<file path="src/rtl/mul_sequencer.sv">
// Issue/sequencing controller wrapping an unsigned 32x32 iterative multiplier for RV32M MUL/MULH/MULHSU/MULHU.
// Miss: LATENCY+2 cycles accept-to-result, hit on the 64-bit product cache: 1 cycle; req_ready only in IDLE, result held until resp_ready.
module mul_sequencer #(
  parameter int LATENCY = 6,
  parameter int XLEN    = 32
) (
  input  logic              clk,
  input  logic              rst_n,
  input  logic              req_valid,
  output logic              req_ready,
  input  logic [1:0]        req_funct3,
  input  logic [XLEN-1:0]   req_rs1,
  input  logic [XLEN-1:0]   req_rs2,
  input  logic [4:0]        req_rd,
  input  logic              flush,
  output logic              resp_valid,
  input  logic              resp_ready,
  output logic [XLEN-1:0]   resp_data,
  output logic [4:0]        resp_rd,
  output logic              busy,
  output logic [XLEN-1:0]   mul_op1,
  output logic [XLEN-1:0]   mul_op2,
  input  logic [2*XLEN-1:0] mul_answer
);

  typedef enum logic [1:0] {
    S_IDLE = 2'd0,
    S_WAIT = 2'd1,
    S_FIX  = 2'd2,
    S_RESP = 2'd3
  } state_t;

  state_t r_state;
  state_t w_state_nxt;

  // operation in flight
  logic [3:0]        r_cnt;
  logic [XLEN-1:0]   r_op1;
  logic [XLEN-1:0]   r_op2;
  logic [4:0]        r_rd;
  logic              r_is_mul;
  logic              r_neg;
  logic [XLEN-1:0]   r_k_rs1;
  logic [XLEN-1:0]   r_k_rs2;
  logic              r_k_s1;
  logic              r_k_s2;
  logic [2*XLEN-1:0] r_answer;

  // product cache
  logic              r_c_vld;
  logic [XLEN-1:0]   r_c_rs1;
  logic [XLEN-1:0]   r_c_rs2;
  logic              r_c_s1;
  logic              r_c_s2;
  logic [2*XLEN-1:0] r_c_prod;

  // response
  logic              r_resp_vld;
  logic [XLEN-1:0]   r_resp_data;
  logic [4:0]        r_resp_rd;

  logic              w_s1;
  logic              w_s2;
  logic              w_neg;
  logic [XLEN-1:0]   w_a1;
  logic [XLEN-1:0]   w_a2;
  logic              w_key_match;
  logic              w_hit;
  logic              w_accept;
  logic              w_cnt_done;
  logic [2*XLEN-1:0] w_prod;
  logic [XLEN-1:0]   w_hit_data;
  logic [XLEN-1:0]   w_fix_data;

  assign w_s1 = (req_funct3 != 2'b11);
  assign w_s2 = ~req_funct3[1];

  // Two's-complement negate also maps 0x80000000 to itself, which is the correct unsigned magnitude.
  assign w_a1  = (w_s1 & req_rs1[XLEN-1]) ? -req_rs1 : req_rs1;
  assign w_a2  = (w_s2 & req_rs2[XLEN-1]) ? -req_rs2 : req_rs2;
  assign w_neg = (w_s1 & req_rs1[XLEN-1]) ^ (w_s2 & req_rs2[XLEN-1]);

  // The low word of a product does not depend on signedness, so MUL may reuse any cached entry.
  assign w_key_match = (req_rs1 == r_c_rs1) && (req_rs2 == r_c_rs2);
  assign w_hit = r_c_vld && w_key_match &&
                 ((req_funct3 == 2'b00) || ((w_s1 == r_c_s1) && (w_s2 == r_c_s2)));

  assign w_accept   = req_valid && (r_state == S_IDLE) && !flush;
  assign w_cnt_done = (r_cnt == 4'(LATENCY - 1));

  assign w_prod     = r_neg ? -r_answer : r_answer;
  assign w_hit_data = (req_funct3 == 2'b00) ? r_c_prod[XLEN-1:0] : r_c_prod[2*XLEN-1:XLEN];
  assign w_fix_data = r_is_mul ? w_prod[XLEN-1:0] : w_prod[2*XLEN-1:XLEN];

  always_ff @(posedge clk or negedge rst_n) begin
    if (!rst_n) begin
      r_state <= S_IDLE;
    end else begin
      r_state <= w_state_nxt;
    end
  end

  always_comb begin
    w_state_nxt = r_state;
    case (r_state)
      S_IDLE:  if (w_accept) w_state_nxt = w_hit ? S_RESP : S_WAIT;
      S_WAIT:  if (w_cnt_done) w_state_nxt = S_FIX;
      S_FIX:   w_state_nxt = S_RESP;
      S_RESP:  if (resp_ready) w_state_nxt = S_IDLE;
      default: w_state_nxt = S_IDLE;
    endcase
    if (flush) begin
      w_state_nxt = S_IDLE;
    end
  end

  always_ff @(posedge clk or negedge rst_n) begin
    if (!rst_n) begin
      r_cnt       <= 4'd0;
      r_op1       <= '0;
      r_op2       <= '0;
      r_rd        <= 5'd0;
      r_is_mul    <= 1'b0;
      r_neg       <= 1'b0;
      r_k_rs1     <= '0;
      r_k_rs2     <= '0;
      r_k_s1      <= 1'b0;
      r_k_s2      <= 1'b0;
      r_answer    <= '0;
      r_c_vld     <= 1'b0;
      r_c_rs1     <= '0;
      r_c_rs2     <= '0;
      r_c_s1      <= 1'b0;
      r_c_s2      <= 1'b0;
      r_c_prod    <= '0;
      r_resp_vld  <= 1'b0;
      r_resp_data <= '0;
      r_resp_rd   <= 5'd0;
    end else begin
      case (r_state)
        S_IDLE: begin
          if (w_accept && w_hit) begin
            r_resp_vld  <= 1'b1;
            r_resp_data <= w_hit_data;
            r_resp_rd   <= req_rd;
          end else if (w_accept) begin
            r_op1    <= w_a1;
            r_op2    <= w_a2;
            r_rd     <= req_rd;
            r_is_mul <= (req_funct3 == 2'b00);
            r_neg    <= w_neg;
            r_k_rs1  <= req_rs1;
            r_k_rs2  <= req_rs2;
            r_k_s1   <= w_s1;
            r_k_s2   <= w_s2;
            r_cnt    <= 4'd0;
          end
        end
        S_WAIT: begin
          r_cnt <= r_cnt + 4'd1;
          if (w_cnt_done) begin
            r_answer <= mul_answer;
          end
        end
        S_FIX: begin
          r_c_vld     <= 1'b1;
          r_c_rs1     <= r_k_rs1;
          r_c_rs2     <= r_k_rs2;
          r_c_s1      <= r_k_s1;
          r_c_s2      <= r_k_s2;
          r_c_prod    <= w_prod;
          r_resp_vld  <= 1'b1;
          r_resp_data <= w_fix_data;
          r_resp_rd   <= r_rd;
        end
        S_RESP: begin
          if (resp_ready) begin
            r_resp_vld <= 1'b0;
          end
        end
        default: ;
      endcase
      // A kill drops any pending result and distrusts the cache; the multiplier inputs are left alone.
      if (flush) begin
        r_resp_vld <= 1'b0;
        r_c_vld    <= 1'b0;
      end
    end
  end

  assign req_ready  = (r_state == S_IDLE);
  assign busy       = (r_state != S_IDLE);
  assign resp_valid = r_resp_vld;
  assign resp_data  = r_resp_data;
  assign resp_rd    = r_resp_rd;
  assign mul_op1    = r_op1;
  assign mul_op2    = r_op2;

endmodule

</file>
<file path="config.mk">
export PLATFORM = sky130hd
export DESIGN_NAME = mul_sequencer
export DESIGN_NICKNAME = d
export VERILOG_FILES = /design/src/rtl/mul_sequencer.sv
export SDC_FILE = /design/constraint.sdc
export NUM_CORES = 1
export LEC_CHECK = 0
export BUFFER_PORTS_ARGS = -buffer_cell sky130_fd_sc_hd__buf_2
export CAP_MARGIN = 30
export CORE_AREA = 2 2 221 179
export DETAILED_ROUTE_END_ITERATION = 16
export DIE_AREA = 0 0 223 181
export HOLD_SLACK_MARGIN = 0.05
export PLACE_DENSITY_LB_ADDON = 0.25
export SYNTH_ARGS = -nofsm -noshare
export SYNTH_HDL_FRONTEND = slang
export SYNTH_SLANG_ARGS = --single-unit
</file>
<file path="constraint.sdc">
create_clock -name clk -period 3.9 [get_ports clk]
set_input_delay 0.39 -clock clk [delete_from_list [all_inputs] [get_ports clk]]
set_output_delay 0.39 -clock clk [all_outputs]
set_load 0.005 [all_outputs]
</file>
==> metrics list, run 1 <==
- Dividing the detail-routed via count by the number of cells gives 5.91.
- Each instance of the synthesized netlist takes up on average 10.8 µm².
* Path type of the worst min-delay path: in -> reg
- Clk pin slew, worst setup/hold paths: 60 ps
- The first global-routing pass estimated 83300 µm of wire.
- Global routing usage on met3: 6.18%
- Setup repair after global routing missed its margin: false
* Number of hold violations in the final report: 0
* Commonest register cell after synthesis: sky130_fd_sc_hd__dfrtp_1
- MaxCap Viol Count: 0
- Post-Route Setup TNS: 0 ps
- Port buffering added 243 buffers.
- Number of primary I/O pins: 244
* Start point of the worst min-delay path: mul_answer[1]
* Part of the Yosys area used for sequential elements: 49.6%
* Arrival time reported for the critical path endpoint: 4010 ps
- CP max FO: 19
- Result of the run: complete, no violations
- Hold Crit Depth: 2
* Shortest period the worst path allows: 3580 ps
- CP required: 4330 ps
- Final RePlAce weighted congestion: 0.923
- Worst Max-Slew Pin Slew: 936 ps
- The via count of the first global-routing pass was 14400.
- The first detailed-routing pass ran for 7 iterations.
- Power per standard cell area: 819 mW/mm²
- Per-cell routed wire length: 21.4 µm
- Overall die width: 223 µm
- The floorplan has 64 rows.
- Setup clock skew after layout: 25.5 ps
* Setup violations, final: 0
* Post-cts gate resize count: 0
- Worst reg2reg path endpoint: mul_op2[9]
- For this design the static power due to leakage is 9.53 nW.
- Number of filler instances in the final layout: 3208
* Max-slew violations: 0
* Warnings, synthesis: 0
- Vias post-DR: 14700
- Max H-tree Level: 2
* Register-to-register setup slack: 320 ps
- Largest cells by area after synthesis: sky130_fd_sc_hd__dfrtp_1 (50%), sky130_fd_sc_hd__mux2_2 (15%), sky130_fd_sc_hd__o21ai_0 (4.3%)
* Share of the clock period used by the worst path: 91.8%
* Drt total wl: 53300 µm
* Die Y-Extent: 181 µm
- Area of the placeable core: 0.0380 mm²
- The later pin in the worst-skew pair is clocked with a latency of 550 ps.
- After global routing the overflow that remains totals 0.
- The initial antenna violation count came to 3.
- In this run, the number of DRC markers left after iteration 0 of detailed routing was 1614.
- Net total in the final layout: 2113
- Of the post-synthesis cell area, the dominant cell type holds 49.6%.
* Clock buffers created by TritonCTS: 40
* Ratio of cells with drive above 1 in the final layout: 31.5%
- Clock tree from TritonCTS: yes
- In this run the critical register-to-register path is launched from r_c_rs1[19].
* Post-CTS setup buffers: 0
- Die area: 0.0404 mm²
- Area Growth Syn to Fin: 17.5%
- Summing all multi-input logic gate instances after layout gives 0.00891 mm².
* Netlist Area Pre-Place: 0.0189 mm²
- After synthesis, the share of flip-flops with an asynchronous set or reset is 100%.
- Start-to-end type of the worst setup path: reg -> reg
- Top Usage Layer GRT: met1
* Clock root cell: sky130_fd_sc_hd__clkbuf_16
- Crit path capture type: flip-flop
- Global routing used 40.2% of the available met1 tracks.
- Worst Hold End: r_answer[1]
- The critical path starts at r_c_rs1[19].
- Global routing used 26.2% of the available tracks.
- Sequential standard cell area: 0.00936 mm²
* Worst Setup Start Kind: flip-flop
* Final hold slack: 77.9 ps
* Final ANT Viol Nets: 0
- Entering global routing, the biggest net connects 103 pins.
- Starting density of the core: 49.6%
* Unique masters post-synth: 68
* Slew Limit Headroom: 37.5%
- Worst-case reg-to-reg path depth: 8
- Number of instances in the synthesized netlist: 1750
- Clock tree synthesis found a total of 374 sinks.
- The number of nets handed over by synthesis was 1899.
* Fmax achieved: 279 MHz
- For this run, design rule violations remaining after detail routing come to 0.
- The worst-case IR drop observed on VDD is 0.326 mV.
* Area leader, netlist: sky130_fd_sc_hd__dfrtp_1
- Half-perimeter wire length of the detailed placement result: 37400 µm
- Once layout is complete, the utilization of the core stands at 58.3%.
- Met2 Resource Use GR: 37.1%
- Worst-case clock buffer depth: 3
* Number of register bits inferred by synthesis: 374
- The synthesized design contains 0 enable-type register cells.
-- logic make-up (layout without fill, tap and decap cells) --
kind of cell,count (synthesis),in the layout,share of synthesized area [%]
other,0,2,0
buffers and inverters,159,404,3.29
multiplexers,273,273,16.2
AND/OR/NAND/NOR,387,387,10.3
AO/OA/AOI/OAI,382,382,12.3
adder cells (fa/ha/maj),9,9,0.597
XOR/XNOR,166,166,7.71
flip-flops,374,374,49.6
-- power breakdown --
part / internal (mW) / switching, mW / total [mW]
Combinational: 3.20 / 3.50 / 6.70
Sequential: 5.82 / 1.51 / 7.33
Clock: 2.46 / 1.66 / 4.12
Total: 11.5 / 6.67 / 18.2
-- worst max-delay path: stages, from the launching register on --
cell                        delay [ps]
sky130_fd_sc_hd__dfrtp_1           390
sky130_fd_sc_hd__nor2b_1           140
sky130_fd_sc_hd__a2111oi_0         780
sky130_fd_sc_hd__nand4_1           220
sky130_fd_sc_hd__or2_2             380
sky130_fd_sc_hd__or4_1             610
sky130_fd_sc_hd__nand2_4           300
sky130_fd_sc_hd__buf_4             300
sky130_fd_sc_hd__mux2_2            360
-- worst max-delay path by stage --
stage,endpoint,slack (ps),cells past startpoint
final,mul_op2[9],320,8
after global routing,resp_data[23],190,7
after CTS,mul_op2[9],360,8
after detailed placement,mul_op2[5],250,9
after global placement,mul_op2[7],220,9
after floorplan,mul_op1[13],710,10
-- state kept, by name (all words and copies together) (netlist names), 2 cells and up --
register / count
mul_op1: 32
mul_op2: 32
r_answer: 64
r_c_prod: 64
r_c_rs1: 32
r_c_rs2: 32
r_cnt: 4
r_k_rs1: 31
r_k_rs2: 31
r_rd: 5
r_state: 2
resp_data: 32
resp_rd: 5
-- final cells by class --
| type | instances | area share [%] |
|---|---|---|
| sequential | 374 | 42.2 |
| clock inverter | 24 | 1.52 |
| tap | 495 | 2.79 |
| timing repair buffer | 290 | 7.63 |
| antenna | 2 | 0.0226 |
| clock buffer | 49 | 4.90 |
| inverter | 41 | 0.694 |
| multi-input combinational | 1217 | 40.2 |
-- through the flow --
step | total power [mW] | worst slack [ps] | instances | instance area (µm²)
final | 18.2 | 319 | 2492 | 22200
after global routing | 19.3 | 188 | 2492 | 22200
after CTS | 18.2 | 364 | 2489 | 22100
after detailed placement | 14.0 | 254 | 2414 | 20700
after global placement | 13.6 | 224 | 2414 | 20700
after floorplan | 11.5 | 708 | 1750 | 18900
-- placed cells by master, fill, tap and decap left out, drive strengths merged, types with 20 or more instances in the layout --
master	n
nor2	123
or4	27
clkbuf	49
nor4	20
inv	43
a21oi	99
buf	288
o31ai	23
o21ai	162
o41ai	22
nor3	32
mux2i	27
mux2	246
dfrtp	374
xor2	90
or3	22
nand2	77
xnor2	76
-- cells in the mapped netlist (18+ instances only) --
library cell and number:
sky130_fd_sc_hd__nor3_1 31, sky130_fd_sc_hd__mux2i_1 27, sky130_fd_sc_hd__nor2_1 123, sky130_fd_sc_hd__xor2_1 90
sky130_fd_sc_hd__or3_1 22, sky130_fd_sc_hd__o21ai_0 162, sky130_fd_sc_hd__nor4_1 18, sky130_fd_sc_hd__nand2_1 77
sky130_fd_sc_hd__mux2_2 244, sky130_fd_sc_hd__inv_1 40, sky130_fd_sc_hd__or4_1 25, sky130_fd_sc_hd__dfrtp_1 374
sky130_fd_sc_hd__xnor2_1 76, sky130_fd_sc_hd__clkbuf_1 95, sky130_fd_sc_hd__o41ai_1 22, sky130_fd_sc_hd__o31ai_1 23
sky130_fd_sc_hd__a21oi_1 99
-- metal layers --
layer | up-vias | wire length, µm
met2 | 557 | 22300
met5 | - | 13
met4 | 2 | 1140
met3 | 76 | 4230
met1 | 7383 | 25600
li1 | 6709 | -
-- what timing repair did --
item / CTS / global route
setup endpoints to repair: 0 / 0
hold endpoints to repair: 98 / 0
hold buffers: 2 / 0
No activity file was read; power rests on OpenSTA's default activity.
==> run 2, diff against run 1 <==
--- a/config.mk
+++ b/config.mk
@@ -7,9 +7,9 @@
 export LEC_CHECK = 0
 export BUFFER_PORTS_ARGS = -buffer_cell sky130_fd_sc_hd__buf_2
 export CAP_MARGIN = 30
-export CORE_AREA = 2 2 221 179
+export CORE_AREA = 2 2 198 200
 export DETAILED_ROUTE_END_ITERATION = 16
-export DIE_AREA = 0 0 223 181
+export DIE_AREA = 0 0 200 202
 export HOLD_SLACK_MARGIN = 0.05
 export PLACE_DENSITY_LB_ADDON = 0.25
 export SYNTH_ARGS = -nofsm -noshare
==> run 2 against run 1 <==
  * Power is 0.89% lower
  * Flip-flop and latch count stayed put
  * Hold slack better by 0.98 ps
  * Utilization is 0.72 points higher
  * First-iteration DRC count is 28% lower
  * Setup slack better by 130 ps
  * Sequential power hardly changed
  * Via count is 0.17% higher
  * Clock-buffer cell count is 8 higher
  * Non-clock buffer count is 40 higher
  * Clock skew is 10 ps lower
  * Maximum frequency is 3.7% higher
  * Highest routed layer unchanged
==> metrics list, run 2 (synthesis results as in run 1) <==
* Die area: 0.0404 mm² (about the same)
- Metal-1 WL: 23900 µm (was 25600 µm)
- DP Worst Slack: 299 ps (was 254 ps)
- Max VDD drop: 0.407 mV (was 0.326 mV)
- Number of non-filler instances in the completed layout: 2558 (was 2492)
- The wire length on met3 is 3390 µm (was 4230 µm).
- Vias per Instance: 5.77 (was 5.91)
- The average wire per standard cell is 20.6 µm (was 21.4 µm).
- The total negative slack came to 0 ps (unchanged).
- The maximum operating frequency came to 290 MHz (was 279 MHz).
- The area growth from synthesis to layout is 19.8% (was 17.5%).
- The maximum net fanout on the critical path was 26 (was 19).
* Net total in the final layout: 2155 (was 2113)
- The TritonCTS clock tree is yes (unchanged).
* Number of DRC violations after detailed routing: 0 (unchanged)
- The met2 layer wire length in the routed design is 24000 µm (was 22300 µm).
- Clock latency reported for the late side of the worst-skew pair: 560 ps (was 550 ps)
* Total congestion overflow: 0 (unchanged)
* Leading cell types in the layout, fill and taps excluded: sky130_fd_sc_hd__dfrtp_1 (373), sky130_fd_sc_hd__mux2_2 (244), sky130_fd_sc_hd__buf_2 (242) (unchanged)
- Final hold slack: 78.9 ps (was 77.9 ps)
- Most common cell after layout, fill and taps aside: sky130_fd_sc_hd__dfrtp_1 (unchanged)
- Initial antenna violation count: 6 (was 3)
- Crit path capture type: flip-flop (unchanged)
* Area of the placeable core: 0.0383 mm² (was 0.0380 mm²)
- Cell row count: 72 (was 64)
- Max-slew violations: 0 (unchanged)
- The power density over cell area is 797 mW/mm² (was 819 mW/mm²).
- Total placed cells including tap cells: 2432 (was 2414)
- The clock tree root driver cell was sky130_fd_sc_hd__clkbuf_16 (unchanged).
* Shortest period the worst path allows: 3450 ps (was 3580 ps)
- The I/O pin total is 244 (unchanged).
- The slew at the pin with the worst max-slew slack came to 984 ps (was 936 ps).
- Starting density of the core: 49.2% (was 49.6%)
* Final ANT Viol Nets: 0 (unchanged)
* Number of filler instances in the final layout: 3178 (was 3208)
* Path type of the worst min-delay path: in -> reg (unchanged)
* Overall die width: 200 µm (was 223 µm)
- The uppermost layer routed is met5 (unchanged).
- Static Leakage: 9.67 nW (was 9.53 nW)
* Setup clock skew after layout: 15.2 ps (was 25.5 ps)
- The fraction of layout instances using a drive strength above 1 came to 30.5% (was 31.5%).
- Drt total wl: 52700 µm (was 53300 µm)
- Share of the clock period used by the worst path: 88.6% (was 91.8%)
* Register-to-register setup slack: 450 ps (was 320 ps)
* Post-Route Utilization: 59.0% (was 58.3%)
- IO buf count: 243 (unchanged)
- First-pass DRT Iterations: 7 (unchanged)
* Largest registers: r_answer: 64 flops, r_c_prod: 64 flops (unchanged)
* Clock buffers created by TritonCTS: 42 (was 40)
- Arrival time reported for the critical path endpoint: 3890 ps (was 4010 ps)
- Largest net degree at the start of global routing: 127 (was 103)
* Total GRT Usage: 26.4% (was 26.2%)
- The final worst setup slack is 446 ps (was 319 ps).
- Global-route wire length before repair: 82700 µm (was 83300 µm)
- Post-cts gate resize count: 0 (unchanged)
* CP required: 4340 ps (was 4330 ps)
- The worst slew margin relative to its limit was 34.4% (was 37.5%).
- The detailed placement HPWL came to 36100 µm (was 37400 µm).
- The clock sink count came to 374 (unchanged).
- Violation count after the first detailed-routing iteration: 1163 (was 1614)
* Setup violations, final: 0 (unchanged)
- Die Y-Extent: 202 µm (was 181 µm)
- Worst-case clock buffer depth: 3 (unchanged)
* Clk pin slew, worst setup/hold paths: 50 ps (was 60 ps)
- Start-to-end type of the worst setup path: reg -> reg (unchanged)
* Setup repair after global routing missed its margin: false (unchanged)
- The number of hold violations in the final report came to 0 (unchanged).
* Final RePlAce weighted congestion: 0.872 (was 0.923)
* Max H-tree Level: 2 (unchanged)
- Worst Setup Start Kind: flip-flop (unchanged)
- Vias post-DR: 14800 (was 14700)
- The via count of the first global-routing pass was 14800 (was 14400).
- Result of the run: complete, no violations (unchanged).
- The number of max-capacitance violations reported came to 0 (unchanged).
## run 2: power breakdown
group	internal, mW	switching (mW)	total (mW)
logic	3.21	3.42	6.63
clock network	2.40	1.60	4.00
registers	5.82	1.54	7.36
total	11.4	6.56	18.0
## run 2: worst paths after layout
kind	from	end	cells after the start
hold / removal	mul_answer[9]	r_answer[9]	2
min in group asynchronous	rst_n	mul_op2[19]	2
hold reg to reg	r_k_rs2[9]	r_c_rs2[9]	2
setup reg to reg	r_c_rs1[19]	r_k_rs1[24]	8
max in group asynchronous	rst_n	r_answer[39]	3
setup / recovery	r_c_rs1[19]	r_k_rs1[24]	8
## run 2: through the flow
step | total power, mW | cell area (µm²)
after global routing | 19.2 | 22600
final | 18.0 | 22600
after detailed placement | 13.9 | 20700
after global placement | 13.7 | 20700
after floorplan | 11.5 | 18900
after CTS | 18.0 | 22600
## run 2: layout make-up
class	instances	area, µm²	area share (%)
inverters	41	154	0.682
clock buffers	57	1230	5.44
flip-flops and latches	374	9360	41.5
clock inverters	15	168	0.742
repair buffers	330	2100	9.30
multi-input cells	1217	8910	39.5
well taps	518	648	2.87
diodes	6	15.0	0.0665
## run 2: critical path: stages (launching register included)
cell                        delay, ps
sky130_fd_sc_hd__dfrtp_1          390
sky130_fd_sc_hd__nor2b_1          130
sky130_fd_sc_hd__a2111oi_0        550
sky130_fd_sc_hd__nand4_1          270
sky130_fd_sc_hd__or2_2            380
sky130_fd_sc_hd__or4_1            620
sky130_fd_sc_hd__nand2_4          370
sky130_fd_sc_hd__buf_4            270
sky130_fd_sc_hd__mux2_2           350
## run 2: layer usage
metal / vias to the layer above / GRT usage, %
met2: 482 / 40.4
met4: 2 / 9.18
li1: 6791 / -
met5: - / 0
met3: 83 / 4.82
met1: 7394 / 37.6
## run 2: repair_timing
action / in CTS / in global routing
hold endpoints to repair: 138 / 0
hold buffers: 48 / 0
setup buffers: 0 / 0
